$ cat src/rtl/ram_stream_reader.sv
// ram_stream_reader: streams count consecutive RAM words (latency 1 or 2) into a ready/valid output
// Ports: clk, rst_n (async active-low); go/start_addr/count launch an operation; busy/done status;
//        ram_rd_en/ram_rd_addr/ram_rd_data RAM read port; out_valid/out_ready/out_data output stream.
module ram_stream_reader #(
   parameter int DATA_WIDTH   = 8,
   parameter int ADDR_WIDTH   = 6,
   parameter int READ_LATENCY = 1,
   parameter int BUF_DEPTH    = 4
) (
   input  logic                  clk,
   input  logic                  rst_n,
   input  logic                  go,
   input  logic [ADDR_WIDTH-1:0] start_addr,
   input  logic [ADDR_WIDTH:0]   count,
   output logic                  busy,
   output logic                  done,
   output logic                  ram_rd_en,
   output logic [ADDR_WIDTH-1:0] ram_rd_addr,
   input  logic [DATA_WIDTH-1:0] ram_rd_data,
   output logic                  out_valid,
   input  logic                  out_ready,
   output logic [DATA_WIDTH-1:0] out_data
);
   localparam int PW = $clog2(BUF_DEPTH);
   typedef enum logic [1:0] {IDLE, READ, DRAIN, DONE} state_t;
   state_t state;
   logic [ADDR_WIDTH:0] rd_left, out_left;
   logic [READ_LATENCY-1:0] in_flight;
   logic [DATA_WIDTH-1:0] buf_mem [BUF_DEPTH];
   logic [PW-1:0] wr_ptr, rd_ptr;
   logic [PW:0] occ;
   logic push, pop;
   // A read still inside the RAM pipeline already owns a buffer slot, so the buffer never overflows.
   assign ram_rd_en = state == READ && int'(occ) + $countones(in_flight) < BUF_DEPTH;
   assign push      = in_flight[READ_LATENCY-1];
   assign pop       = out_valid && out_ready;
   assign out_valid = occ != '0;
   assign out_data  = out_valid ? buf_mem[rd_ptr] : '0;
   always_ff @(posedge clk or negedge rst_n)
      if (!rst_n) begin
         state       <= IDLE;
         busy        <= 1'b0;
         done        <= 1'b0;
         ram_rd_addr <= '0;
         rd_left     <= '0;
         out_left    <= '0;
      end else begin
         out_left <= out_left - (ADDR_WIDTH+1)'(pop);
         case (state)
            IDLE: if (go) begin
               state       <= count == '0 ? DONE : READ;
               busy        <= 1'b1;
               done        <= count == '0;
               ram_rd_addr <= start_addr;
               rd_left     <= count;
               out_left    <= count;
            end
            READ: if (ram_rd_en) begin
               ram_rd_addr <= ram_rd_addr + ADDR_WIDTH'(1);
               rd_left     <= rd_left - (ADDR_WIDTH+1)'(1);
               if (rd_left == (ADDR_WIDTH+1)'(1)) state <= DRAIN;
            end
            DRAIN: if (pop && out_left == (ADDR_WIDTH+1)'(1)) begin
               state <= DONE;
               done  <= 1'b1;
            end
            default: begin
               state <= IDLE;
               busy  <= 1'b0;
               done  <= 1'b0;
            end
         endcase
      end
   // Clearing in_flight on reset is what discards RAM data still returning from an aborted operation.
   always_ff @(posedge clk or negedge rst_n)
      if (!rst_n) begin
         in_flight <= '0;
         wr_ptr    <= '0;
         rd_ptr    <= '0;
         occ       <= '0;
      end else begin
         in_flight <= READ_LATENCY'({in_flight, ram_rd_en});
         wr_ptr    <= wr_ptr + PW'(push);
         rd_ptr    <= rd_ptr + PW'(pop);
         occ       <= occ + (PW+1)'(push) - (PW+1)'(pop);
      end
   always_ff @(posedge clk)
      if (push) buf_mem[wr_ptr] <= ram_rd_data;
endmodule

$ cat config.mk
export PLATFORM = sky130hd
export DESIGN_NAME = ram_stream_reader
export DESIGN_NICKNAME = d
export VERILOG_FILES = /design/src/rtl/ram_stream_reader.sv
export SDC_FILE = /design/constraint.sdc
export NUM_CORES = 1
export LEC_CHECK = 0
export CAP_MARGIN = 20
export CELL_PAD_IN_SITES_DETAIL_PLACEMENT = 1
export CELL_PAD_IN_SITES_GLOBAL_PLACEMENT = 1
export CORE_UTILIZATION = 47
export CTS_CLUSTER_DIAMETER = 60
export CTS_CLUSTER_SIZE = 40
export DETAILED_ROUTE_END_ITERATION = 12
export GPL_TIMING_DRIVEN = 0
export HOLD_SLACK_MARGIN = 0.1
export PLACE_DENSITY_LB_ADDON = 0.1
export SYNTH_ARGS = -nofsm -noshare
export SYNTH_HDL_FRONTEND = slang
export SYNTH_SLANG_ARGS = --single-unit
export TNS_END_PERCENT = 50
$ cat constraint.sdc
create_clock -name clk -period 6.8 [get_ports clk]
set_input_delay 1.02 -clock clk [delete_from_list [all_inputs] [get_ports clk]]
set_output_delay 1.02 -clock clk [all_outputs]
set_load 0.02 [all_outputs]
==> After elaboration in Yosys (flattened, before gate mapping) <==
Memory sizes are Yosys's and may differ from the RTL's.
Index checks and enable logic that the tools add are counted.
{ "word_totals": {"register_bits": 32, "mem_bits_rw": 32, "input_bits": 25, "out_inout_bits": 18, "elab_cells": 64, "memories": 1} }
{ "mem_list": {"columns": ["memory", "words", "word_bits", "read_ports", "rd_ports_with_merged_regs", "wr", "line_no", "source"], "rows": [
  ["buf_mem", 4, 8, 1, 0, 1, "29", "logic [DATA_WIDTH-1:0] buf_mem [BUF_DEPTH];"]
]} }
{ "classes": {"add_sub_neg": 8, "n_lt_le_gt_ge": 1, "eq_ne": 8, "muxes": 22, "n_bitwise": 2, "reduce_logical": 12} }
{ "ops": {"columns": ["op", "n"], "rows": [
  ["7-bit two-way mux", 4],
  ["7-bit by 1-bit == test with 1-bit output, second input constant", 2],
  ["7-bit one-hot mux with 2 select lines", 1],
  ["6-bit two-way mux", 2],
  ["6-bit one-hot mux with 2 select lines", 1],
  ["2-bit two-way mux", 5],
  ["8-bit two-way mux", 1],
  ["7-bit logical NOT", 1],
  ["7-bit by 1-bit subtractor with 7-bit output", 1],
  ["7-bit by 1-bit subtractor with 7-bit output, second input constant", 1],
  ["6-bit by 1-bit adder with 6-bit output, second input constant", 1],
  ["2-bit inequality test, second input constant", 3],
  ["2-bit one-hot mux with 3 select lines", 1],
  ["3-bit AND reduction", 2],
  ["1-bit two-way mux", 5],
  ["2-bit by 1-bit adder with 2-bit output", 2],
  ["3-bit by 1-bit adder with 4-bit output", 1],
  ["4-bit by 3-bit < comparator with 1-bit output, second input constant", 1],
  ["4-bit AND reduction", 1],
  ["3-bit by 1-bit adder with 3-bit output", 1],
  ["1-bit logical AND", 3],
  ["1-bit one-hot mux with 3 select lines", 1],
  ["3-bit nonzero test", 1],
  ["3-bit by 1-bit subtractor with 3-bit output", 1],
  ["other kinds (9)", 10]
]} }

==> Longest topological paths before layout <==
Gate-level depths: netlist of run 1.
{ "depth": {"word_depth": 5, "ltp_mapped": 8, "depth_no_buf": 7} }

==> Worst setup path after synthesis of run 1 <==
OpenSTA, ideal clock, no wires.
{ "synth_timing": {"path_type": "register to output", "start": "reg occ[1]", "end": "out ram_rd_en", "t_arrival_ns": 1.387, "t_required_ns": 5.780, "setup_slack_ns": 4.393, "path_stages_with_launch": 7, "n_path_buf": 1, "cell_sequence": "dfrtp_1 > ha_1 > o211a_1 > o22ai_2 > buf_6 > nand2_1 > inv_1"} }
{ "synth_between": {"elab_chain_len": 3} }
{ "synth_lines": {"columns": ["item", "line_no", "source"], "rows": [
  ["from (decl)", "31", "logic [PW:0] occ;"],
  ["from (signal assigned)", "85", "occ <= occ + (PW+1)'(push) - (PW+1)'(pop);"],
  ["3-bit by 1-bit adder with 4-bit output", "34", "assign ram_rd_en = state == READ && int'(occ) + $countones(in_flight) < BUF_DEPTH;"],
  ["4-bit by 3-bit < comparator with 1-bit output", "34", null],
  ["1-bit logical AND", "34", null],
  ["to (decl)", "17", "output logic ram_rd_en,"]
]} }
No other way between the ends.

==> Worst setup path in the final report of run 1 <==
{ "layout_timing": {"start": "reg state[1]", "end": "out ram_rd_en"} }
{ "layout_between": {"elab_chain_len": 2} }
{ "layout_lines": {"columns": ["item", "line_no", "source"], "rows": [
  ["from (decl)", "26", "state_t state;"],
  ["from (signal assigned)", "51", "state <= count == '0 ? DONE : READ;"],
  ["2-bit by 1-bit == test with 1-bit output", "34", null],
  ["1-bit logical AND", "34", null]
]} }
No other way between the ends.

==> reports/results.txt, run 1 <==
Crit end category - output port
Post-CTS Hold Buffers - 0
Final Power - 2.026 mW
DRC viols - 0
Final Cell Area - 0.004014 mm²
Synth-to-Final Area Change - 23.34%
Post-DP HPWL - 5.608 mm
Synth Net Count - 318
Final Util - 0.6146
Post-place setup slack - 3.677 ns
Worst vdd ir - 0.0002419 V
Worst Tran Pin Value - 0.7920 ns
Buf+Inv Stages, Crit Path - 4
Critical path's top delay family - buffers and inverters
Number of clock buffers inserted by TritonCTS - 9
Worst Path Arrival - 2.55 ns
Synth Register Bits - 64
Diode count - 0
Count of final setup violators - 0
Initial Utilization - 0.4983
Max_cap viols - 0
Grt ovf - 0
Setup slack after layout - 3.234 ns
CTS H-tree depth - 3
Root cell of the clock tree - clkbuf_8
Drt pass-1 iters - 4
Share of layout cells above drive strength 1 - 0.1068
CTS tree - built
Postcts setup bufs - 0
Status - complete, no violations
Sink Count - 64
Die Height - 85.21 µm
RSZ-0062 raised after global routing - false
Netlist cell types - 55
Most common cell after layout, fill and taps aside - clkdlybuf4s50_1
Synthesized cell area - 0.003254 mm²
Hold Violations, Final - 0
DR vias - 2529
Layout Nets - 372
CTS clk-pin slew, worst paths - 0.07 ns
Num ports - 43
Leak - 1.566 nW
Sequential fraction of the synthesis area - 0.5413
Detailed Route Iter0 Violations - 183
Crit-path max cell delay - 0.61 ns
Horiz. Die Dim - 85.21 µm
Crit path cell chain - inv_1, ha_1, clkbuf_1, nand2_1, inv_1, clkdlybuf4s50_1
Final setup TNS - 0 ns
Setup CP Type - register to output port
Dominant synthesized flop cell - edfxtp_1
WL final - 8.318 mm
Min cycle time layout - 3.566 ns
Rows - 29
Crit path max fanout - 10
Cells after Synth - 278
Final Cycle Share - 0.5243
Largest net degree at the start of global routing - 33
Skew-Pair Late Insertion Delay - 0.35 ns
Yosys warns - 0
Initial antenna violation count - 0
DP Area - 0.003771 mm²
First-pass GRT wire length - 13.42 mm
Most frequent CP cell - inv_1
Detail Route Antenna Nets - 0
Slew HR - 0.4720
CTS Buffer Depth - 2
Clk_skew - 0.006774 ns
Avg Cell Area, Syn - 11.71 µm²
Vias in the first global route - 2613
Power per cell area - 504.8 mW/mm²
Max-slew violation count - 0
Asr flop ratio synth - 0.5000
Buffers added on ports - 42
Post-synth EDFFs - 32
Die ar. - 0.007261 mm²
Core area - 0.006531 mm²
Min-delay worst type - register to register
Most frequent cells in the layout - clkdlybuf4s50_1 (41), edfxtp_1 (32), dfrtp_1 (32)
Avg WL per Cell - 20.09 µm
Global placer's final weighted congestion - 0.7756
Startpoint Class - register
Post-CTS sizing - 0
Routed vias/inst - 6.109
Req. time, crit path - 5.78 ns
FMAX - 0.2805 GHz
Global Route Usage Sum - 0.2497
CP max stage cell - clkdlybuf4s50_1
## where the power goes
group	switching [mW]	internal, mW
sequential	0.120	0.537
combinational	0.527	0.437
clock	0.161	0.244
total	0.809	1.22
## cells by family after synthesis
family / share of synthesized area
compound gates: 0.1288
xor+xnor: 0.02153
fa+ha+maj: 0.05998
buf+inv: 0.03998
flops: 0.5413
mux: 0.06767
simple gates: 0.1407
## worst register-to-register path: cells and delay by family (launching register included)
| kind | cells | cell delay [ns] |
|---|---|---|
| adders and majority gates | 3 | 0.85 |
| and+or+nand+nor | 2 | 0.77 |
| DFF | 1 | 0.44 |
| buffers and inverters | 2 | 0.30 |
| xor gates and xnor gates | 1 | 0.13 |
## state kept, by name, summed over array words and instances, names as in the netlist
signal / cells
buf_mem: 32
out_left: 7
rd_left: 7
ram_rd_addr: 6
occ: 3
rd_ptr: 2
state: 2
wr_ptr: 2
busy: 1
done: 1
in_flight: 1
## routing by layer
| metal | wire length, µm | part of all wire | GRT usage | up-vias |
|---|---|---|---|---|
| met2 | 4127 | 0.50 | 0.4135 | 64 |
| met4 | 143 | 0.017 | 0.1032 | 0 |
| met5 | 0 | 0 | 0 | - |
| met3 | 309 | 0.037 | 0.04086 | 15 |
| met1 | 3737 | 0.45 | 0.3286 | 1298 |
| li1 | - | - | - | 1152 |
## final cells by class
cell class / instances / area, µm²
plain buffers: 14 / 73.82
clock buffers: 9 / 123.9
clock inverters: 7 / 118.9
fillers: 683 / 2517
inverters: 15 / 56.30
multi-input cells: 185 / 1363
flip-flops and latches: 64 / 1762
well taps: 77 / 96.34
repair buffers: 43 / 420.4
## worst paths after layout
check	from	endpoint	slack, ns	depth (start not counted)
worst max-delay path	state[1]	ram_rd_en	3.23	6
worst min-delay path	busy	busy	0.51	1
worst max register to register	occ[1]	occ[2]	4.21	8
worst min register to register	busy	busy	0.51	1
max in group asynchronous	rst_n	wr_ptr[0]	5.55	1
min in group asynchronous	rst_n	out_left[5]	0.75	1
## Yosys cell counts (4+ instances only)
library cell | number | share of area
dfrtp_1 | 32 | 0.25
edfxtp_1 | 32 | 0.30
a21oi_1 | 22 | 0.034
nor2_1 | 19 | 0.022
nand2_1 | 18 | 0.021
inv_1 | 15 | 0.017
ha_1 | 14 | 0.054
o22ai_1 | 11 | 0.021
and2_1 | 9 | 0.017
clkbuf_1 | 8 | 0.0092
mux4_2 | 8 | 0.055
o21ai_0 | 8 | 0.012
nand3_1 | 7 | 0.011
nor3_1 | 6 | 0.0092
mux2i_1 | 4 | 0.012
nand4_1 | 4 | 0.0077
xnor2_1 | 4 | 0.011
xor2_1 | 4 | 0.011
## stage by stage
stage	hold WS, ns	std cells
final	0.5058	414
after detailed placement	0.4949	398
after global placement	0.4820	397
after global routing	0.5506	414
after floorplan	0.4731	278
after CTS	0.5124	414
No activity file was read; power rests on OpenSTA's default activity.
==> inputs of run 2 (changes only) <==
Settings changed: CORE_UTILIZATION 47 to 44.
Clock period 6.8 ns to 3.5 ns, I/O delays scaled along.
==> reports/results.txt, run 2 (synthesis gave the netlist of run 1 again) <==
Avg WL per Cell - 19.05 µm (-5.2%)
Layout Nets - 371 (-0.27%)
Post-place setup slack - 0.8510 ns (-2.826 ns)
Diode count - 0 (unchanged)
Most common cell after layout, fill and taps aside - clkdlybuf4s50_1
Vias in the first global route - 2482 (-5.0%)
Crit path max fanout - 10 (unchanged)
Count of final setup violators - 0 (unchanged)
Drt pass-1 iters - 4 (unchanged)
Clk_skew - 0.005757 ns (-0.001017 ns)
DRC viols - 0 (unchanged)
Global Route Usage Sum - 0.2346 (-0.01513)
Global placer's final weighted congestion - 0.8318 (+7.2%)
Crit end category - output port
Detailed Route Iter0 Violations - 120 (-34%)
Biggest register - buf_mem
CTS tree - built
Share of power burned in registers - 0.333 (+0.009)
R2R Path Start - occ[1]
Horiz. Die Dim - 88 µm (+3.3%)
Post-Layout Cell Count - 432 (+4.3%)
Share of layout cells above drive strength 1 - 0.09821 (-0.008611)
FMAX - 0.3289 GHz
Fill cell count - 759 (+11%)
Setup crit start - occ[1]
Final Cell Area - 0.004001 mm² (-0.31%)
CP max stage cell - clkdlybuf4s50_1
Min cycle time layout - 3.040 ns
Number of flip-flops in the largest register - 32 (unchanged)
Power per cell area - 958.7 mW/mm² (+90%)
Setup slack after layout - 0.4599 ns (-2.775 ns)
Sink Count - 64 (unchanged)
Number of clock buffers inserted by TritonCTS - 9 (unchanged)
Post-DP HPWL - 5.859 mm (+4.5%)
Worst vdd ir - 0.0004118 V (+70%)
Synth-to-Final Area Change - 22.95%
Hold Violations, Final - 0 (unchanged)
Initial antenna violation count - 0 (unchanged)
Die ar. - 0.007744 mm² (+6.7%)
Worst Tran Pin Value - 0.8456 ns (+0.05359 ns)
Buffers added on ports - 42 (unchanged)
Reg2Reg Setup Slack - 0.94 ns (-3.27 ns)
DP Area - 0.003795 mm² (+0.63%)
Largest net degree at the start of global routing - 33 (unchanged)
Power Internal - 2.291 mW (+88%)
Max-slew violation count - 0 (unchanged)
RSZ-0062 raised after global routing - false
Root cell of the clock tree - clkbuf_8
Skew-Pair Late Insertion Delay - 0.34 ns (about the same)
Post-CTS Hold Buffers - 0 (unchanged)
Initial Utilization - 0.4661 (-0.03215)
Final Util - 0.5731 (-0.04144)
Final Cycle Share - 0.8686
CTS H-tree depth - 3 (unchanged)
Multi-input combinational cell area - 0.001368 mm² (+0.37%)
Combinational share of power - 0.490 (+0.014)
Leak - 1.543 nW (-1.5%)
Crit path cell chain - ha_1, o211a_1, o22ai_2, buf_6, nand2_1, inv_1, clkdlybuf4s50_1
Die Height - 88 µm (+3.3%)
CTS clk-pin slew, worst paths - 0.07 ns (about the same)
Sw power - 1.545 mW (+91%)
Routed vias/inst - 5.581 (-8.6%)
Buf+Inv Stages, Crit Path - 3 (-1)
Register area - 0.001762 mm² (unchanged)
Core area - 0.006982 mm² (+6.9%)
Max_cap viols - 0 (unchanged)
Largest registers - buf_mem x32, out_left x7, rd_left x7
Detail Route Antenna Nets - 0 (unchanged)
Clock power frac - 0.178 (-0.022)
Rows - 30 (+3.4%)
Most frequent cells in the layout - clkdlybuf4s50_1 (41), edfxtp_1 (32), dfrtp_1 (32)
CTS Buffer Depth - 2 (unchanged)
Grt ovf - 0 (unchanged)
Post-CTS sizing - 0 (unchanged)
Worst Path Arrival - 2.52 ns (-0.03 ns)
Slew HR - 0.4338 (-0.03819)
Crit-path max cell delay - 0.64 ns (+0.03 ns)
Num ports - 43 (unchanged)
WL final - 8.231 mm (-1.0%)
First-pass GRT wire length - 13.08 mm (-2.5%)
Final setup TNS - 0 ns (unchanged)
Switching Share - 0.4027 (+0.003597)
Dpl cells - 416 (+4.5%)
DR vias - 2411 (-4.7%)
Status - complete, no violations
Startpoint Class - register
Postcts setup bufs - 0 (unchanged)
Min-delay worst type - input port to asynchronous set/reset pin
Critical path's top delay family - buffers and inverters
Req. time, crit path - 2.97 ns (-2.81 ns)
Setup CP Type - register to output port
-- run 2: layout make-up --
cell class	count	share of cell area
Clock inverter	3	0.01689
Inverter	15	0.01407
Tap cell	96	0.03002
Multi-Input combinational cell	185	0.3418
Sequential cell	64	0.4403
Timing Repair Buffer	42	0.1038
Buffer	14	0.01845
Clock buffer	13	0.03471
-- run 2: path summary, 6_finish.rpt --
path                                    end  cells past startpoint
worst max-delay path              ram_rd_en                      7
worst min-delay path             rd_left[0]                      1
worst max register to register       occ[2]                      8
worst min register to register         busy                      1
max in group asynchronous       out_left[5]                      1
min in group clk                       busy                      1
-- run 2: power by group through the flow --
stage,Sequential (mW),Combinational [mW],Clock (mW)
after global routing,1.31,2.06,0.732
after floorplan,1.27,1.22,0
after detailed placement,1.29,1.87,0
after CTS,1.28,1.89,0.696
final,1.28,1.88,0.681
after global placement,1.27,1.81,0
-- run 2: worst register-to-register path: cells and delay by family, from the launching register on --
| family | cells | cell delay [ns] |
|---|---|---|
| flip-flops | 1 | 0.42 |
| XOR/XNOR | 1 | 0.13 |
| adder cells (fa/ha/maj) | 3 | 0.85 |
| buffers and inverters | 2 | 0.30 |
| AND/OR/NAND/NOR | 2 | 0.75 |
-- run 2: routing by layer --
layer,up-vias,part of all wire,global-route usage
met5,-,0,0
met4,0,0.013,0.06259
met3,10,0.040,0.05372
met2,57,0.47,0.3629
met1,1208,0.48,0.3333
li1,1136,-,-
-- run 2: stage by stage --
| step | power, mW | hold WS, ns |
|---|---|---|
| after floorplan | 2.491 | 0.2294 |
| after global placement | 3.082 | 0.4812 |
| after detailed placement | 3.162 | 0.4949 |
| after CTS | 3.862 | 0.2831 |
| after global routing | 4.097 | 0.3034 |
| final | 3.836 | 0.2571 |
